==> config.mk <==
export PLATFORM = sky130hd
export DESIGN_NAME = ps2_host_tx
export DESIGN_NICKNAME = d
export VERILOG_FILES = /design/src/rtl/ps2_host_tx.sv
export SDC_FILE = /design/constraint.sdc
export NUM_CORES = 1
export LEC_CHECK = 0
export ABC_AREA = 0
export BUFFER_PORTS_ARGS = -buffer_cell sky130_fd_sc_hd__buf_2
export CAP_MARGIN = 20
export CORE_MARGIN = 10
export CORE_UTILIZATION = 60
export DETAILED_ROUTE_END_ITERATION = 12
export PLACE_DENSITY = 0.79
export SLEW_MARGIN = 40
export SYNTH_ARGS = -nofsm -noshare
export SYNTH_HDL_FRONTEND = slang
export SYNTH_SLANG_ARGS = --single-unit
==> constraint.sdc <==
create_clock -name clk -period 2.6 [get_ports clk]
set_clock_uncertainty 0.05 [all_clocks]
set_input_delay 0.52 -clock clk [delete_from_list [all_inputs] [get_ports clk]]
set_output_delay 0.52 -clock clk [all_outputs]
set_load 0.01 [all_outputs]
==> src/rtl/ps2_host_tx.sv <==
// Purpose: PS/2 host-to-device transmitter (request-to-send, odd parity, LSB first, ACK check, timeout).
// Latency: clock inhibit starts on the edge a write is accepted; data bits follow device clock falls by 3 cycles.
// Backpressure: busy is high from accept to completion; writes seen while busy are dropped.
module ps2_host_tx #(
    parameter int INHIBIT_CYCLES = 5000,
    parameter int TIMEOUT_CYCLES = 750000
) (
    input  logic       clk,
    input  logic       clrn,
    input  logic       io_wrn,
    input  logic [7:0] din,
    input  logic       ps2_clk_in,
    input  logic       ps2_data_in,
    output logic       ps2_clk_oe,
    output logic       ps2_data_oe,
    output logic       busy,
    output logic       done,
    output logic       err
);

    localparam int CNT_MAX = (TIMEOUT_CYCLES > INHIBIT_CYCLES) ? TIMEOUT_CYCLES : INHIBIT_CYCLES;
    localparam int TW      = $clog2(CNT_MAX + 1);

    typedef enum logic [2:0] {
        S_IDLE,
        S_INHIBIT,
        S_REQ,
        S_SEND,
        S_WAIT_IDLE
    } state_t;

    state_t          state_q, state_d;
    logic [TW-1:0]   tcnt_q, tcnt_d;
    logic [3:0]      bcnt_q, bcnt_d;
    logic [7:0]      data_q, data_d;
    logic            par_q, par_d;
    logic            clk_oe_q, clk_oe_d;
    logic            data_oe_q, data_oe_d;
    logic            busy_q, busy_d;
    logic            done_q, done_d;
    logic            err_q, err_d;
    logic [2:0]      clk_sync_q;
    logic [1:0]      dat_sync_q;
    logic            fall;
    logic            timeout;

    // Synchronise the pad inputs; third clock flop gives the falling-edge strobe.
    // Reset to 1 (idle bus) so leaving reset never produces a false fall.
    always_ff @(posedge clk or negedge clrn) begin
        if (!clrn) begin
            clk_sync_q <= 3'b111;
            dat_sync_q <= 2'b11;
        end else begin
            clk_sync_q <= {clk_sync_q[1:0], ps2_clk_in};
            dat_sync_q <= {dat_sync_q[0], ps2_data_in};
        end
    end

    assign fall    = clk_sync_q[2] & ~clk_sync_q[1];
    assign timeout = (tcnt_q == TW'(TIMEOUT_CYCLES - 1));

    // State and registered outputs.
    always_ff @(posedge clk or negedge clrn) begin
        if (!clrn) begin
            state_q   <= S_IDLE;
            tcnt_q    <= '0;
            bcnt_q    <= '0;
            data_q    <= '0;
            par_q     <= 1'b0;
            clk_oe_q  <= 1'b0;
            data_oe_q <= 1'b0;
            busy_q    <= 1'b0;
            done_q    <= 1'b0;
            err_q     <= 1'b0;
        end else begin
            state_q   <= state_d;
            tcnt_q    <= tcnt_d;
            bcnt_q    <= bcnt_d;
            data_q    <= data_d;
            par_q     <= par_d;
            clk_oe_q  <= clk_oe_d;
            data_oe_q <= data_oe_d;
            busy_q    <= busy_d;
            done_q    <= done_d;
            err_q     <= err_d;
        end
    end

    // Next-state and next-output logic; outputs are computed one cycle ahead so they leave registered.
    always_comb begin
        state_d   = state_q;
        bcnt_d    = bcnt_q;
        data_d    = data_q;
        par_d     = par_q;
        clk_oe_d  = clk_oe_q;
        data_oe_d = data_oe_q;
        busy_d    = busy_q;
        done_d    = 1'b0;
        err_d     = err_q;
        tcnt_d    = '0;

        case (state_q)
            S_IDLE: begin
                clk_oe_d  = 1'b0;
                data_oe_d = 1'b0;
                bcnt_d    = '0;
                if (!io_wrn) begin
                    data_d   = din;
                    par_d    = ~^din;
                    busy_d   = 1'b1;
                    err_d    = 1'b0;
                    clk_oe_d = 1'b1;
                    state_d  = S_INHIBIT;
                end
            end
            S_INHIBIT: begin
                clk_oe_d = 1'b1;
                if (tcnt_q == TW'(INHIBIT_CYCLES - 1)) begin
                    data_oe_d = 1'b1;  // start bit
                    state_d   = S_REQ;
                end
            end
            S_REQ: begin
                clk_oe_d  = 1'b0;
                data_oe_d = 1'b1;
                bcnt_d    = '0;
                state_d   = S_SEND;
            end
            S_SEND: begin
                clk_oe_d = 1'b0;
                if (timeout) begin
                    data_oe_d = 1'b0;
                    err_d     = 1'b1;
                    done_d    = 1'b1;
                    busy_d    = 1'b0;
                    state_d   = S_IDLE;
                end else if (fall) begin
                    bcnt_d = bcnt_q + 4'd1;
                    case (bcnt_d)
                        4'd1, 4'd2, 4'd3, 4'd4,
                        4'd5, 4'd6, 4'd7, 4'd8: data_oe_d = ~data_q[bcnt_q[2:0]];
                        4'd9:                   data_oe_d = ~par_q;
                        4'd10:                  data_oe_d = 1'b0;
                        default: begin
                            // Eleventh fall: device should be holding data low as ACK.
                            data_oe_d = 1'b0;
                            err_d     = dat_sync_q[1];
                            state_d   = S_WAIT_IDLE;
                        end
                    endcase
                end
            end
            S_WAIT_IDLE: begin
                clk_oe_d  = 1'b0;
                data_oe_d = 1'b0;
                if (timeout) begin
                    err_d   = 1'b1;
                    done_d  = 1'b1;
                    busy_d  = 1'b0;
                    state_d = S_IDLE;
                end else if (clk_sync_q[1] && dat_sync_q[1]) begin
                    done_d  = 1'b1;
                    busy_d  = 1'b0;
                    state_d = S_IDLE;
                end
            end
            default: begin
                clk_oe_d  = 1'b0;
                data_oe_d = 1'b0;
                busy_d    = 1'b0;
                state_d   = S_IDLE;
            end
        endcase

        // Shared counter: restarts on every state change, and on device clock falls while the device is clocking.
        if (state_d != state_q) begin
            tcnt_d = '0;
        end else if (fall && (state_q == S_SEND || state_q == S_WAIT_IDLE)) begin
            tcnt_d = '0;
        end else if (state_q == S_IDLE) begin
            tcnt_d = '0;
        end else begin
            tcnt_d = tcnt_q + TW'(1);
        end
    end

    assign ps2_clk_oe  = clk_oe_q;
    assign ps2_data_oe = data_oe_q;
    assign busy        = busy_q;
    assign done        = done_q;
    assign err         = err_q;

endmodule
; ---- Word level (Yosys, flattened, before mapping)
; Cells that the tools add are included.
[word_totals]
register_bits = 46
latchBits = 0
ram_bits = 0
mem_bits_ro = 0
input_bits = 13
output_inout_bits = 5
word_cells = 101
memories = 0
[classes]
add_sub_neg = 2
n_mul = 0
div = 0
n_lt_le_gt_ge = 1
n_eq_ne = 26
shift = 0
muxes = 38
bitwise_logic = 6
n_reduce_logical = 16
[op_table]
columns = operator, count
row1 = two-way mux 20 bit, 3
row2 = two-way mux 3 bit, 7
row3 = "adder 20 x 1 -> 20 bit, second input constant", 1
row4 = "== test 20 x 13 -> 1 bit, second input constant", 1
row5 = "== test 20 bit, second input constant", 1
row6 = two-way mux 1 bit, 17
row7 = "== test 4 x 3 -> 1 bit, second input constant", 4
row8 = one-hot mux 3 bit (5 select lines), 1
row9 = "== test 4 bit, second input constant", 3
row10 = "!= test 2 bit, second input constant", 6
row11 = OR reduction 10 bit, 1
row12 = "!= test 3 bit, second input constant", 3
row13 = "== test 4 x 2 -> 1 bit, second input constant", 2
row14 = two-way mux 4 bit, 2
row15 = one-hot mux 4 bit (2 select lines), 1
row16 = OR reduction 8 bit, 1
row17 = XNOR reduction 8 bit, 1
row18 = "== test 3 x 2 -> 1 bit, second input constant", 2
row19 = one-hot mux 1 bit (2 select lines), 3
row20 = one-hot mux 1 bit (3 select lines), 2
row21 = NOT 1 bit, 5
row22 = AND reduction 5 bit, 1
row23 = "adder 4 x 1 -> 4 bit, second input constant", 1
row24 = "== test 4 x 1 -> 1 bit, second input constant", 1
row25 = 16 further kinds, 19

; ---- Depth between registers and ports, before layout
[logic_depth]
ltp_word = 9
depth_mapped = 9
mapped_depth_nobuf = 7

; ---- Worst setup path after synthesis
; No wires, ideal clock.
[synth_path]
path_type = reg-to-reg
from = reg tcnt_q[0]
to = reg tcnt_q[11]
setup_ns = 0.119
t_arrival_ns = 2.214
required_ns = 2.431
slack_ns = 0.217
stages_incl_launch_ff = 10
n_path_buf = 2
period_less_slack_ns = 2.383
cell_sequence = dfrtp_1 -> ha_1 -> nand3_2 -> or4_4 -> or2_1 -> buf_6 -> a221o_1 -> o311ai_2 -> buf_6 -> nor2_2
[synth_via]
elab_chain_len = 5
word_cells_on_any_way = 11
classes_between = add/sub (1) / eq/ne (3) / mux (7)
[synth_lines]
columns = item, line
row1 = "start, declared", 33  ; logic [TW-1:0] tcnt_q, tcnt_d;
row2 = "start signal, assigned", 77  ; tcnt_q <= tcnt_d;
row3 = "parallel branches: the longest is 4 deep, another holds adder 20 x 1 -> 20 bit", n/a
row4 = two-way mux 20 bit *, 176  ; if (state_d != state_q) begin
row5 = named net tcnt_d[11], 33
; Mark *: on every way through the listed nets, which the timed path passes.
; A chain may end at the register's enable or synchronous reset.

; ---- Worst setup path in the final report
[layout_path]
from = reg bcnt_q[1]
to = reg tcnt_q[11]
[layout_via]
elab_chain_len = 9
word_cells_on_any_way = 18
classes_between = add/sub (1) / eq/ne (11) / mux (5) / reduce/logical (1)
[layout_lines]
columns = item, line
row1 = "start, declared", 34  ; logic [3:0] bcnt_q, bcnt_d;
row2 = "start signal, assigned", 78  ; bcnt_q <= bcnt_d;
row3 = adder 4 x 1 -> 4 bit *, 138  ; bcnt_d = bcnt_q + 4'd1;
row4 = "== test 4 bit, or another cell as far along", 139  ; case (bcnt_d)
row5 = OR reduction 10 bit (no source line) *, n/a
row6 = two-way mux 3 bit *, 139
row7 = two-way mux 3 bit *, 137  ; end else if (fall) begin
row8 = two-way mux 3 bit *, 131  ; if (timeout) begin
row9 = one-hot mux 3 bit (5 select lines) *, 102  ; case (state_q)
row10 = != test 3 bit *, 176
row11 = two-way mux 20 bit *, 176
row12 = named net tcnt_d[11], 33
; The timed path passes the listed nets; every way through them passes the cells marked *.

==> results <==
- The flow ran to the end, and the final reports show no timing, DRC or antenna violations.
- Clock tree synthesis found a total of 46 sinks.
- Counting flops with a built-in enable in the synthesized netlist gives 0.
- The biggest area contributor in the post-synthesis netlist is sky130_fd_sc_hd__dfrtp_1.
- The clock edge transition at the registers on the reported setup and hold paths is 0.09 ns.
- Entering global routing, the biggest net connects 21 pins.
- The net count after synthesis is 262.
- The total CTS buffers is 5.
- For this block, the routed nets add up to 5.04 mm of wire.
- The clock passes through at most 2 buffers.
- For the pin with the worst max-slew slack, the measured transition is 0.661 ns.
- Of the synthesized area, sequential elements account for 46.1%.
- The most instantiated flip-flop cell in the synthesis netlist is sky130_fd_sc_hd__dfrtp_1.
- The number of nets with antenna violations after detailed routing is 0.
- The growth of design area from synthesis to finish is 13.2%.
- The number of antenna violations at the first check in global routing is 0.
- The max-slew violation count is 0.
- In the post-synthesis netlist, the biggest area contributors are sky130_fd_sc_hd__dfrtp_1 41%, sky130_fd_sc_hd__xnor2_1 5.6%, sky130_fd_sc_hd__mux2_2 5.4%, sky130_fd_sc_hd__dfstp_2 5.2%, sky130_fd_sc_hd__nor2_2 5.0%.
- In this run, the number of DRC markers left after iteration 0 of detailed routing was 207.
- The die width is 84.7 um.
- The tree is rooted in a sky130_fd_sc_hd__clkbuf_8.
- The count of buffers added on input and output ports is 17.
- 0 antenna diodes ended up in the layout.
- Leaving out fill and tap cells, the most frequent cell in the layout is sky130_fd_sc_hd__dfrtp_1.
- Before antenna repair, the detailed router went through 4 iterations.
- The data arrival time of the critical path is 2.65 ns.
- The peak supply drop is 474 uV.
- Synthesis inferred 46 register bits.
- The final clock period utilization by the worst path is 96.7%.
- The maximum achievable frequency is 0.398 GHz.
- Setup repair after global routing left no endpoint under its margin.
- A synthesized cell averages 10.3 um^2.
- After clock tree synthesis, the setup repair step added 0 buffers.
- The via count of the first global-routing pass came to 2024.
- The category of the worst setup path capture point is a flop.
- The height of the die is 84.7 um.
- The share of layout cells above drive strength 1 is 29.2%.
- The ratio of routed vias to standard cells is 5.81.
- The worst setup path is of the reg2reg kind.
- STA classifies the critical path startpoint as a flop.
- For this design the static power due to leakage is 1.19 nW.
- The number of warning messages in the yosys log is 0.
- After layout, the worst setup slack is 0.0863 ns.
- Once the clock tree was built, the resizer swapped 0 gates to a different size.
- For this run, the post-layout net count is 288.
- The number of hold violations in the final report is 0.
- The proportion of netlist area held by the largest area contributor is 40.9%.
- The number of rows in the core area is 23.
- The worst min-delay path category is in2async.
- The worst pin sits at a relative slew slack of 55.5%.
- The data required time of the critical path is 2.74 ns.
- The congestion estimate from routability-driven global placement came to 0.897.
- The number of cells produced by synthesis is 244.
- The HPWL after detailed placement is 3.77 mm.
- In the routed design, unresolved DRC markers number 0.
- The number of top-level pins is 18.
- The maximum fanout count along the critical path is 20.
- The core outline area is 0.00403 mm^2.
- Global routing used 15.4% of the available tracks across all layers.
- The total overflow reported by the global router is 0.
- The CTS tree is built.
- The number of setup violations in the final report is 0.
- The worst path needs 2.51 ns of the cycle, external delays included.
- After clock tree synthesis, the flow added hold-fix buffers numbering 0.
- In the final routed layout, each cell accounts on average for 15.7 um.
- For this configuration, the core starts out at a cell density of 62.3%.
- In the synthesized netlist the async set-or-reset flop fraction comes to 100%.
- The number of distinct standard cells referenced by the synthesized netlist is 47.
- For this design the ratio of total power to cell area is 505 mW/mm^2.
- Across the run, the number of max-cap violations was 0.
- The cell area after technology mapping is 0.00251 mm^2.
- For the final routed database, the setup TNS stands at 0 ns.
- The die area is 0.00717 mm^2.
- In the layout the commonest cells are 41 x sky130_fd_sc_hd__dfrtp_1, 20 x sky130_fd_sc_hd__nor2_2, 19 x sky130_fd_sc_hd__nand2_1, 17 x sky130_fd_sc_hd__buf_2.
- The final route contains 1865 vias.
- The pre-CTS setup slack is 0.184 ns.
- At the later pin of the worst-skew pair, clock insertion delay measures 0.30 ns.
- The number of H-tree branching levels is 2.
- The first-pass GRT wire length is 9.29 mm.
==> area by class of cell <==
class	count	area, um^2
Fill cell	299	1190
Sequential cell	46	1160
Multi-Input combinational cell	182	1280
Tap cell	50	62.6
Inverter	8	30.0
Clock buffer	5	68.8
Clock inverter	3	68.8
Timing Repair Buffer	27	173
==> critical path, cell delays in order (launching register included) <==
cell and delay (ns):
sky130_fd_sc_hd__dfrtp_1 0.51, sky130_fd_sc_hd__ha_1 0.27, sky130_fd_sc_hd__nor2b_1 0.23, sky130_fd_sc_hd__nor3b_1 0.10, sky130_fd_sc_hd__a311oi_1 0.35, sky130_fd_sc_hd__nand3_1 0.23, sky130_fd_sc_hd__o311ai_4 0.37, sky130_fd_sc_hd__buf_12 0.22
sky130_fd_sc_hd__nor2_2 0.06
==> stage by stage <==
step / power, W / instances / hold slack (ns) / instance area [um^2] / util (%)
6_report: 0.00143 / 321 / 0.0820 / 2840 / 70.5
5_1_grt: 0.00149 / 321 / 0.104 / 2840 / 70.5
4_1_cts: 0.00145 / 321 / 0.0882 / 2840 / 70.5
3_5_place_dp: 0.000822 / 313 / 0.302 / 2700 / 67.0
3_3_place_gp: 0.000816 / 313 / 0.296 / 2700 / 67.0
2_1_floorplan: 0.000784 / 244 / 0.174 / 2510 / -
==> kinds of logic (layout without fill, tap and decap cells) <==
| family | Yosys count | in the layout | synth area share, % |
|---|---|---|---|
| flip-flops | 46 | 46 | 46.1 |
| multiplexers | 15 | 15 | 7.58 |
| adder cells (fa/ha/maj) | 5 | 5 | 2.49 |
| buffers and inverters | 16 | 43 | 3.29 |
| XOR/XNOR | 28 | 28 | 9.78 |
| AO/OA/AOI/OAI | 30 | 30 | 8.23 |
| AND/OR/NAND/NOR | 104 | 104 | 22.5 |
==> worst paths after layout <==
check | startpoint | end | slack [ns] | cells after the start
min in group clk | ps2_data_in | dat_sync_q[0] | 0.26 | 1
max in group asynchronous | clrn | clk_sync_q[1] | 1.81 | 2
min reg2reg | clk_sync_q[0] | clk_sync_q[1] | 0.31 | 0
max | bcnt_q[1] | tcnt_q[11] | 0.09 | 8
max reg2reg | bcnt_q[1] | tcnt_q[11] | 0.09 | 8
min | clrn | bcnt_q[2] | 0.08 | 1
==> synth_stat cells (5+ instances only) <==
master / count
sky130_fd_sc_hd__dfstp_2: 5
sky130_fd_sc_hd__inv_1: 8
sky130_fd_sc_hd__ha_1: 5
sky130_fd_sc_hd__o21ai_0: 10
sky130_fd_sc_hd__nor3_1: 7
sky130_fd_sc_hd__clkbuf_1: 5
sky130_fd_sc_hd__nor2_2: 20
sky130_fd_sc_hd__nand2_1: 19
sky130_fd_sc_hd__mux2_2: 12
sky130_fd_sc_hd__dfrtp_1: 41
sky130_fd_sc_hd__xor2_1: 12
sky130_fd_sc_hd__xnor2_1: 16
sky130_fd_sc_hd__nor2_1: 16
sky130_fd_sc_hd__nand3_1: 14
==> power by group <==
group	leakage [nW]	total, W	internal [W]	switching (W)
registers	0.580	0.000740	0.000732	0.00000835
logic	0.541	0.0000659	0.0000322	0.0000337
clock network	0.0683	0.000628	0.000385	0.000243
==> per-layer routing <==
| metal | routed length (um) | vias to the layer above | GRT usage (%) | part of all wire (%) |
|---|---|---|---|---|
| met5 | 0 | - | 0 | 0 |
| met4 | 60 | 0 | 5.24 | 1.2 |
| met3 | 298 | 7 | 4.35 | 5.9 |
| met2 | 2370 | 54 | 24.4 | 47 |
| met1 | 2300 | 905 | 19.6 | 46 |
| li1 | - | 899 | - | - |
==> sequential cells by signal, summed over array words and instances, names as in the netlist <==
signal and count:
tcnt_q 20, data_q 8, bcnt_q 4, clk_sync_q 3, state_q 3, dat_sync_q 2, busy 1, done 1
err 1, par_q 1, ps2_clk_oe 1, ps2_data_oe 1
Note: power is estimated with default switching activity, not from simulation.
